### config.mk
export PLATFORM = sky130hd
export DESIGN_NAME = load_store_unit
export DESIGN_NICKNAME = d
export VERILOG_FILES = /design/src/rtl/load_store_unit.sv
export SDC_FILE = /design/constraint.sdc
export NUM_CORES = 1
export LEC_CHECK = 0
export ABC_AREA = 1
export CORE_UTILIZATION = 50
export CTS_BUF_LIST = sky130_fd_sc_hd__clkbuf_4
export CTS_CLUSTER_SIZE = 20
export DETAILED_ROUTE_END_ITERATION = 16
export PLACE_DENSITY = 0.84
export REMOVE_ABC_BUFFERS = 1
export SYNTH_ARGS = -nofsm -noshare
export SYNTH_HDL_FRONTEND = slang
export SYNTH_SLANG_ARGS = --single-unit
### constraint.sdc
create_clock -name clk -period 2.9 [get_ports clk]
set_input_delay 0.58 -clock clk [delete_from_list [all_inputs] [get_ports clk]]
set_output_delay 0.58 -clock clk [all_outputs]
set_load 0.01 [all_outputs]
### src/rtl/load_store_unit.sv
// ---------------------------------------------------------------------------
// load_store_unit
//
// Purpose:
//   Connects a core's load/store requests to a 64-bit data memory that is
//   dword wide. Loads of any size read one dword and then extract the
//   requested field, with sign or zero extension. A dword store writes
//   directly. Byte, half and word stores use read-modify-write: the unit reads
//   the dword, merges in the new bytes, and writes the dword back. The unit
//   checks alignment when it accepts a request. A misaligned request returns
//   a fault response and does not touch memory.
//
// Ports:
//   clk, rst_n            clock, asynchronous active-low reset
//   i_req_valid           core presents a request
//   o_req_ready           unit idle, can accept a request
//   i_req_write           1 = store, 0 = load
//   i_req_size            00 byte, 01 half, 10 word, 11 dword
//   i_req_unsigned        loads: 1 = zero-extend, 0 = sign-extend
//   i_req_addr            byte address
//   i_req_wdata           store data, right-justified
//   o_resp_valid          one-cycle completion pulse
//   o_resp_rdata          extended load data (0 for stores / faults)
//   o_resp_misaligned     alignment fault flag, qualified by o_resp_valid
//   o_mem_read            memory read strobe
//   o_mem_write           memory write strobe
//   o_mem_addr            dword-aligned memory address
//   o_mem_wdata           dword to write
//   i_mem_rdata           combinational memory read data
// ---------------------------------------------------------------------------
module load_store_unit (
    input  logic        clk,
    input  logic        rst_n,
    input  logic        i_req_valid,
    output logic        o_req_ready,
    input  logic        i_req_write,
    input  logic [1:0]  i_req_size,
    input  logic        i_req_unsigned,
    input  logic [63:0] i_req_addr,
    input  logic [63:0] i_req_wdata,
    output logic        o_resp_valid,
    output logic [63:0] o_resp_rdata,
    output logic        o_resp_misaligned,
    output logic        o_mem_read,
    output logic        o_mem_write,
    output logic [63:0] o_mem_addr,
    output logic [63:0] o_mem_wdata,
    input  logic [63:0] i_mem_rdata
);

    typedef enum logic [2:0] {
        S_IDLE   = 3'd0,
        S_LOAD   = 3'd1,
        S_RMW_RD = 3'd2,
        S_RMW_WR = 3'd3,
        S_STORE  = 3'd4,
        S_RESP   = 3'd5
    } state_t;

    state_t      r_state;
    state_t      w_next_state;

    logic [63:0] r_addr;
    logic [1:0]  r_size;
    logic        r_write;
    logic        r_unsigned;
    logic [63:0] r_wdata;
    logic        r_misaligned;
    logic [63:0] r_rdata;

    logic        w_accept;
    logic        w_req_misaligned;
    logic [2:0]  w_offset;
    logic [3:0]  w_nbytes;
    logic [3:0]  w_end;
    logic [7:0]  w_byte_en;
    logic [63:0] w_wdata_shifted;
    logic [63:0] w_merged;
    logic [63:0] w_field;
    logic [63:0] w_load_data;

    assign w_accept = i_req_valid && (r_state == S_IDLE);

    // Natural alignment: the address must be a multiple of the access size.
    always_comb begin
        w_req_misaligned = 1'b0;
        case (i_req_size)
            2'b00:   w_req_misaligned = 1'b0;
            2'b01:   w_req_misaligned = i_req_addr[0];
            2'b10:   w_req_misaligned = |i_req_addr[1:0];
            default: w_req_misaligned = |i_req_addr[2:0];
        endcase
    end

    // ------------------------------------------------------------------
    // FSM: state register
    // ------------------------------------------------------------------
    always_ff @(posedge clk or negedge rst_n) begin
        if (!rst_n) begin
            r_state <= S_IDLE;
        end else begin
            r_state <= w_next_state;
        end
    end

    // ------------------------------------------------------------------
    // FSM: next-state logic
    // ------------------------------------------------------------------
    always_comb begin
        w_next_state = r_state;
        case (r_state)
            S_IDLE: begin
                if (w_accept) begin
                    if (w_req_misaligned) begin
                        w_next_state = S_RESP;
                    end else if (!i_req_write) begin
                        w_next_state = S_LOAD;
                    end else if (i_req_size == 2'b11) begin
                        w_next_state = S_STORE;
                    end else begin
                        w_next_state = S_RMW_RD;
                    end
                end
            end
            S_LOAD:   w_next_state = S_RESP;
            S_RMW_RD: w_next_state = S_RMW_WR;
            S_RMW_WR: w_next_state = S_RESP;
            S_STORE:  w_next_state = S_RESP;
            S_RESP:   w_next_state = S_IDLE;
            default:  w_next_state = S_IDLE;
        endcase
    end

    // ------------------------------------------------------------------
    // Request latch and read-data capture
    // ------------------------------------------------------------------
    always_ff @(posedge clk or negedge rst_n) begin
        if (!rst_n) begin
            r_addr       <= '0;
            r_size       <= '0;
            r_write      <= 1'b0;
            r_unsigned   <= 1'b0;
            r_wdata      <= '0;
            r_misaligned <= 1'b0;
            r_rdata      <= '0;
        end else begin
            if (w_accept) begin
                r_addr       <= i_req_addr;
                r_size       <= i_req_size;
                r_write      <= i_req_write;
                r_unsigned   <= i_req_unsigned;
                r_wdata      <= i_req_wdata;
                r_misaligned <= w_req_misaligned;
            end
            if ((r_state == S_LOAD) || (r_state == S_RMW_RD)) begin
                r_rdata <= i_mem_rdata;
            end
        end
    end

    // ------------------------------------------------------------------
    // Store merge: bytes [offset, offset+nbytes) come from the shifted
    // write data, and all other bytes keep the captured dword.
    // ------------------------------------------------------------------
    assign w_offset        = r_addr[2:0];
    assign w_nbytes        = 4'd1 << r_size;
    assign w_end           = {1'b0, w_offset} + w_nbytes;
    assign w_wdata_shifted = r_wdata << {w_offset, 3'b000};

    generate
        for (genvar gi = 0; gi < 8; gi++) begin : g_merge
            localparam logic [3:0] LP_IDX = 4'(gi);
            assign w_byte_en[gi] = (LP_IDX >= {1'b0, w_offset}) && (LP_IDX < w_end);
            assign w_merged[gi*8 +: 8] = w_byte_en[gi] ? w_wdata_shifted[gi*8 +: 8]
                                                       : r_rdata[gi*8 +: 8];
        end
    endgenerate

    // ------------------------------------------------------------------
    // Load extraction: shift the field down, then truncate and extend it
    // ------------------------------------------------------------------
    assign w_field = r_rdata >> {w_offset, 3'b000};

    always_comb begin
        w_load_data = w_field;
        case (r_size)
            2'b00:   w_load_data = r_unsigned ? {56'd0, w_field[7:0]}
                                              : {{56{w_field[7]}}, w_field[7:0]};
            2'b01:   w_load_data = r_unsigned ? {48'd0, w_field[15:0]}
                                              : {{48{w_field[15]}}, w_field[15:0]};
            2'b10:   w_load_data = r_unsigned ? {32'd0, w_field[31:0]}
                                              : {{32{w_field[31]}}, w_field[31:0]};
            default: w_load_data = w_field;
        endcase
    end

    // ------------------------------------------------------------------
    // FSM: outputs. The strobes are decoded from the state only, so an
    // asynchronous reset removes them immediately.
    // ------------------------------------------------------------------
    always_comb begin
        o_req_ready       = 1'b0;
        o_resp_valid      = 1'b0;
        o_resp_rdata      = '0;
        o_resp_misaligned = 1'b0;
        o_mem_read        = 1'b0;
        o_mem_write       = 1'b0;
        o_mem_wdata       = '0;
        o_mem_addr        = {r_addr[63:3], 3'b000};
        case (r_state)
            S_IDLE:   o_req_ready = 1'b1;
            S_LOAD:   o_mem_read  = 1'b1;
            S_RMW_RD: o_mem_read  = 1'b1;
            S_RMW_WR: begin
                o_mem_write = 1'b1;
                o_mem_wdata = w_merged;
            end
            S_STORE: begin
                o_mem_write = 1'b1;
                o_mem_wdata = r_wdata;
            end
            S_RESP: begin
                o_resp_valid      = 1'b1;
                o_resp_misaligned = r_misaligned;
                o_resp_rdata      = (r_misaligned || r_write) ? 64'd0 : w_load_data;
            end
            default: ;
        endcase
    end

endmodule

Word-level counts from Yosys, hierarchy flattened
Cells that the tools add are included.
- shift-type cells: 3
- muxes and demuxes: 26
- equality and inequality tests: 11
- $lt $le $gt $ge: 15
- bitwise operators: 0
- reductions and logical operators: 18
- div/mod/pow operators: 0
- $mul: 0
- $add $sub $neg: 1
- operator list (kind ; count):
    64-bit 2-to-1 mux ; 5
    64-bit case mux with 3 select lines ; 1
    64-bit case mux with 2 select lines ; 1
    8-bit 2-to-1 mux ; 8
    64-bit by 6-bit << shifter with 64-bit output ; 1
    64-bit by 6-bit right shift with 64-bit output ; 1
    3-bit by 4-bit less-than comparator with 1-bit output, first input constant ; 4
    3-bit 2-to-1 mux ; 4
    3-bit greater-or-equal comparator, first input constant ; 3
    3-bit case mux with 3 select lines ; 1
    1-bit logical AND ; 8
    1-bit by 4-bit less-than comparator with 1-bit output, first input constant ; 2
    2-bit by 4-bit less-than comparator with 1-bit output, first input constant ; 2
    2-bit == test, second input constant ; 3
    3-bit by 2-bit == test with 1-bit output, second input constant ; 2
    3-bit == test, second input constant ; 2
    1-bit by 3-bit greater-or-equal comparator with 1-bit output, first input constant ; 2
    2-bit by 3-bit greater-or-equal comparator with 1-bit output, first input constant ; 2
    2-bit OR reduction ; 3
    3-bit OR reduction ; 2
    1-bit 2-to-1 mux ; 5
    3-bit by 4-bit adder with 4-bit output ; 1
    2-bit by 1-bit == test with 1-bit output, second input constant ; 2
    2-bit zero test ; 2
    6 further kinds ; 7
- memory bits (writable): 0
- output and inout bits: 197
- input bits: 199
- memories: 0
- latch bits: 0
- bits in registers: 200
- ROM bits: 0
- word-level logic and storage cells: 82

Logic depth before layout (Yosys ltp)
- word-level depth: 6
- mapped depth: 16
- mapped depth without buffers: 14

Worst setup path before layout
Ideal clock, no wire load.
- kind: register to output
- start: register r_size[0]
- end: output port o_mem_wdata[33]
- arrival: 2.161 ns
- buffers on the path: 1
- slack: 0.159 ns
- cell stages (with the launch flop): 12
- cells stage by stage: dfrtp_1 > buf_4 > nor2_1 > ha_1 > ha_1 > nor2_1 > nand3b_1 > nand3_4 > nand2_2 > nand2_1 > nand3_1 > o21ai_0
- longest elaborated chain between the ends: 6
- ends and longest elaborated chain (item ; RTL line ; source):
    from (decl) ; 64 ; logic [1:0] r_size;
    from (signal assigned) ; 149 ; r_size <= i_req_size;
    1-bit by 2-bit << shifter with 4-bit output ; 166 ; assign w_nbytes = 4'd1 << r_size;
    3-bit by 4-bit adder with 4-bit output ; 167 ; assign w_end = {1'b0, w_offset} + w_nbytes;
    3-bit by 4-bit less-than comparator with 1-bit output ; 173 ; assign w_byte_en[gi] = (LP_IDX >= {1'b0, w_offset}) && (LP_IDX < w_end);
    1-bit logical AND ; 173 ;
    8-bit 2-to-1 mux ; 174 ; assign w_merged[gi*8 +: 8] = w_byte_en[gi] ? w_wdata_shifted[gi*8 +: 8]
    64-bit case mux with 2 select lines ; 210 ; case (r_state)
    to (decl) ; 47 ; output logic [63:0] o_mem_wdata,
No other way between the ends.

Worst setup path in the final report
- start: register r_addr[0]
- end: output port o_resp_rdata[35]
- longest elaborated chain between the ends: 5
- elaborated cells on any way between the ends: 7
- classes of those cells: 1 x shift; 6 x mux
- ends and longest elaborated chain (item ; RTL line ; source):
    from (decl) ; 63 ; logic [63:0] r_addr;
    from (signal assigned) ; 148 ; r_addr <= i_req_addr;
    64-bit by 6-bit right shift with 64-bit output (*) ; 182 ; assign w_field = r_rdata >> {w_offset, 3'b000};
    64-bit 2-to-1 mux (on tied branches) ; 191, 187, 189 ;
    64-bit case mux with 3 select lines (*) ; 186 ; case (r_size)
    64-bit 2-to-1 mux (*) ; 225 ; o_resp_rdata = (r_misaligned || r_write) ? 64'd0 : w_load_data;
    64-bit 2-to-1 mux (*) ; 210 ;
    to (decl) ; 42 ; output logic [63:0] o_resp_rdata,
Mark *: on every way between the ends. The rest lies on a longest branch, timed or not.

==> summary.txt <==
Routing
  – Via count normalized by instance count: 5.95
  – Routed WL per cell: 22.3 um
  – Drt drc: 0
  – ANT nets after route: 0
  – Drt pass-1 iters: 6
  – Initial DRC count: about 2200
  – DR vias: 15700
  – Routed WL: between 50000 and 60000 um

Synth
  – Post-Synthesis Cells: 1841
  – Post-synthesis async set-or-reset flop share: 1.00
  – Synth cell count leaders: nand2_1 (450), o21ai_0 (232), dfrtp_1 (200), inv_1 (160), nand3_1 (119)
  – Post-synth EDFFs: 0
  – Most common cell in the synthesized netlist: nand2_1
  – Synth area leader: dfrtp_1
  – Seq/Total Area, Yosys: 0.366
  – Avg Synthesized Cell Area: 7.43 sq um
  – Ys Warns: 0
  – Synth area leaders: dfrtp_1 (37%), nand2_1 (12%), o21ai_0 (8.5%)
  – Synth unique cells: between 40 and 50
  – Top FF cell, synth: dfrtp_1
  – Top cell type's share of synthesized area: 0.366
  – FF+latch count, synth: 200
  – Mapped cell area: ~14000 sq um

STA
  – Final setup fails: 127
  – Fmax: 291 MHz
  – Slew headroom: 0.620
  – Pins Over Slew Limit: 0
  – RSZ-0062 raised after global routing: yes
  – Worst-margin pin slew: 569 ps
  – Setup WS post-layout: -533 ps
  – Fin crit period: 3430 ps
  – Count of final hold-check violations: 0
  – Fraction of the cycle the final worst path needs: 1.18
  – Clk_skew: about 28 ps

Clock tree
  – CTS tree: built
  – H-tree levels: 4
  – Clk pin slew, worst setup/hold paths: 200 ps
  – Cts bufs inserted: 17
  – Clock root cell: clkbuf_4
  – Clock tree buffer depth: 2
  – Clk sinks: 200
  – Clk Latency, worst-skew pair: roughly 630 ps

Setup path
  – RR Startpoint: r_state[1]$_DFFE_PN0P_
  – CP max-delay cell: dfrtp_4
  – Crit path launch: r_addr[0]$_DFFE_PN0P_
  – Crit start category: flop
  – Crit Path Class: flop to primary output
  – Worst r2r dst: r_size[1]$_DFFE_PN0P_
  – R2r setup slk: 920 ps
  – Setup crit end: o_resp_rdata[35]
  – Most used cell, CP: buf_12
  – Cells along the critical path: buf_6 -> buf_12 -> nand2_4 -> o21ai_4 -> o21ai_2 -> nor2_2 -> o21ai_2 -> nand2_4 -> nor2_4 -> buf_12 -> buf_12 -> buf_12 -> nor3_4 -> buf_2
  – Crit path DAT: 2850 ps
  – CP Capture Type: primary output
  – Reg2Reg Depth: 6
  – Worst EP required: between 2000 and 2500 ps
  – Worst path max stage delay: 530 ps
  – Maximum net fanout on the critical path: 10

Placement
  – RePlAce Congestion: 0.980
  – Worst slack, placed: -420 ps
  – Post-DP HPWL: 41800 um
  – Post-DP Area: 18300 sq um
  – PortBufs: ~390

Power
  – Power density over the cells: 1330 nW/um^2
  – Final Power: 26.9 mW
  – Clk pwr share: 0.065
  – Switching share of power: 0.510
  – Switch Pwr: ~14 mW
  – Max rail drop VDD: 0.693 mV
  – Flop pwr share: 0.193
  – Internal power: ~13 mW
  – Leak: 9.50 nW
  – Gate power share: 0.742

Cells and area
  – Filler cell count: between 1500 and 2000
  – Layout cells sized above 1: 0.308
  – Fin nets: 2488
  – Design area: 20300 sq um
  – Layout area overhead: 48.1%

Global route
  – Grt ovf: 0
  – First-pass GRT wire length: 84600 um
  – Antenna violations before repair: 2
  – GRT Total Usage: 0.399
  – Vias in the first global route: 15000
  – Largest net degree at the start of global routing: approximately 130

Hold path
  – Hold crit path type: input port to asynchronous set/reset pin

Floorplanning
  – Initial Util: 0.509
  – Core ar.: between 20000 and 30000 sq um
  – Width of the die: 167 um
  – # IOs: approximately 400
  – Die outline area: 28000 sq um
  – Num rows: 60
  – DIE HEIGHT: around 170 um

Run
  – Max-cap check violation count: 0

Outcome
  – Violated checks: negative setup slack
  – Outcome: complete, but fails checks
cells in the final DEF, fill, tap and decap left out, types with 6 or more instances in the layout:
cell             netlist  layout
nand2_1              450     404
clkdlybuf4s50_1        0     265
dfrtp_1              200     195
o21ai_0              232     172
inv_1                160     156
buf_4                 72     124
mux2_2                86      86
buf_2                 40      80
nor2_1                85      78
nand3_1              119      72
o21ai_1               53      70
a21oi_1               76      70
buf_6                 11      68
nand3_2                2      44
o21ai_2                2      38
o211ai_1              38      38
nand2_2               12      35
buf_12                 0      29
nand2_4                4      24
clkbuf_2               0      20
nor3_2                30      19
o22ai_1               19      18
clkbuf_4               0      17
nor3_4                 0      15
nand3_4                6      11
inv_2                  8      10
o221ai_1              10      10
o21a_1                 8       8
nor2_2                 2       7
o21ai_4                0       7
nand2_8                0       6
a21oi_2                1       6
or2_1                  6       6
inv_12                 0       6
metal layers:
metal | GRT usage | wire length (um) | up-vias
met4 | 0.216 | 3620 | 0
met3 | 0.0721 | 6170 | 250
met2 | 0.656 | 27700 | 1116
li1 | - | - | 6947
met1 | 0.498 | 21500 | 7417
met5 | 0 | 0 | -
kinds of logic after synthesis:
family                   count (synthesis)  synth area share
AND/OR/NAND/NOR                        735             0.248
other                                    1          0.000274
flip-flops                             200             0.366
multiplexers                            92            0.0752
adder cells (fa/ha/maj)                  2           0.00183
buffers and inverters                  361             0.129
AO/OA/AOI/OAI                          450             0.181
worst max-delay path, delay by kind of cell, from the launching register on:
kind            cells  cell delay, ps
buf+inv             6             850
flops               1             530
compound gates      3             460
simple gates        5             390
area by class of cell:
cell class | instances | area (sq um) | share of cell area
Tap cell | 341 | 427 | 0.0211
Antenna cell | 2 | 5.00 | 0.000247
Sequential cell | 200 | 5010 | 0.247
Clock inverter | 15 | 201 | 0.00994
Clock buffer | 17 | 128 | 0.00630
Inverter | 171 | 652 | 0.0322
Timing Repair Buffer | 612 | 5880 | 0.290
Multi-Input combinational cell | 1285 | 7950 | 0.393
flip-flops by register name, summed over array words and instances, names as in the netlist:
name          count
r_size            2
r_write           1
r_addr           64
r_unsigned        1
r_wdata          64
r_state           3
r_misaligned      1
r_rdata          64
worst min-delay path by stage:
stage	endpoint	slack (ps)	depth (start not counted)
after global placement	r_write$_DFFE_PN0P_	470	2
after global routing	r_wdata[58]$_DFFE_PN0P_	430	3
after detailed placement	r_write$_DFFE_PN0P_	480	2
final	r_rdata[46]$_DFFE_PN0P_	450	2
after floorplan	r_addr[0]$_DFFE_PN0P_	280	0
after CTS	r_wdata[43]$_DFFE_PN0P_	440	3
power by group through the flow:
stage,clock (mW),combinational [mW],sequential (mW)
2_1_floorplan,0,7.76,5.46
6_report,1.74,20.0,5.20
3_3_place_gp,0,15.5,5.07
4_1_cts,1.75,17.3,5.13
3_5_place_dp,0,15.7,5.16
5_1_grt,1.86,21.0,5.32
metrics by stage:
| stage | setup TNS, ps | util | hold slack [ps] | instances |
|---|---|---|---|---|
| final | -52480 | 0.754 | 449 | 2643 |
| after global routing | -64570 | 0.754 | 427 | 2643 |
| after floorplan | -561220 | - | 284 | 1653 |
| after detailed placement | -18510 | 0.681 | 475 | 2528 |
| after global placement | -11630 | 0.681 | 470 | 2528 |
| after CTS | -50500 | 0.722 | 441 | 2599 |
timing repair:
action / 4_1_cts / 5_1_grt
hold buffers: 1 / 0
pin swaps: 44 / 66
cloned: 4 / 7
resized for setup: 530 / 324
buffers inserted: 34 / 36
setup endpoints to repair: 130 / 129
hold endpoints to repair: 49 / 0
No activity file was read; power rests on OpenSTA's default activity.
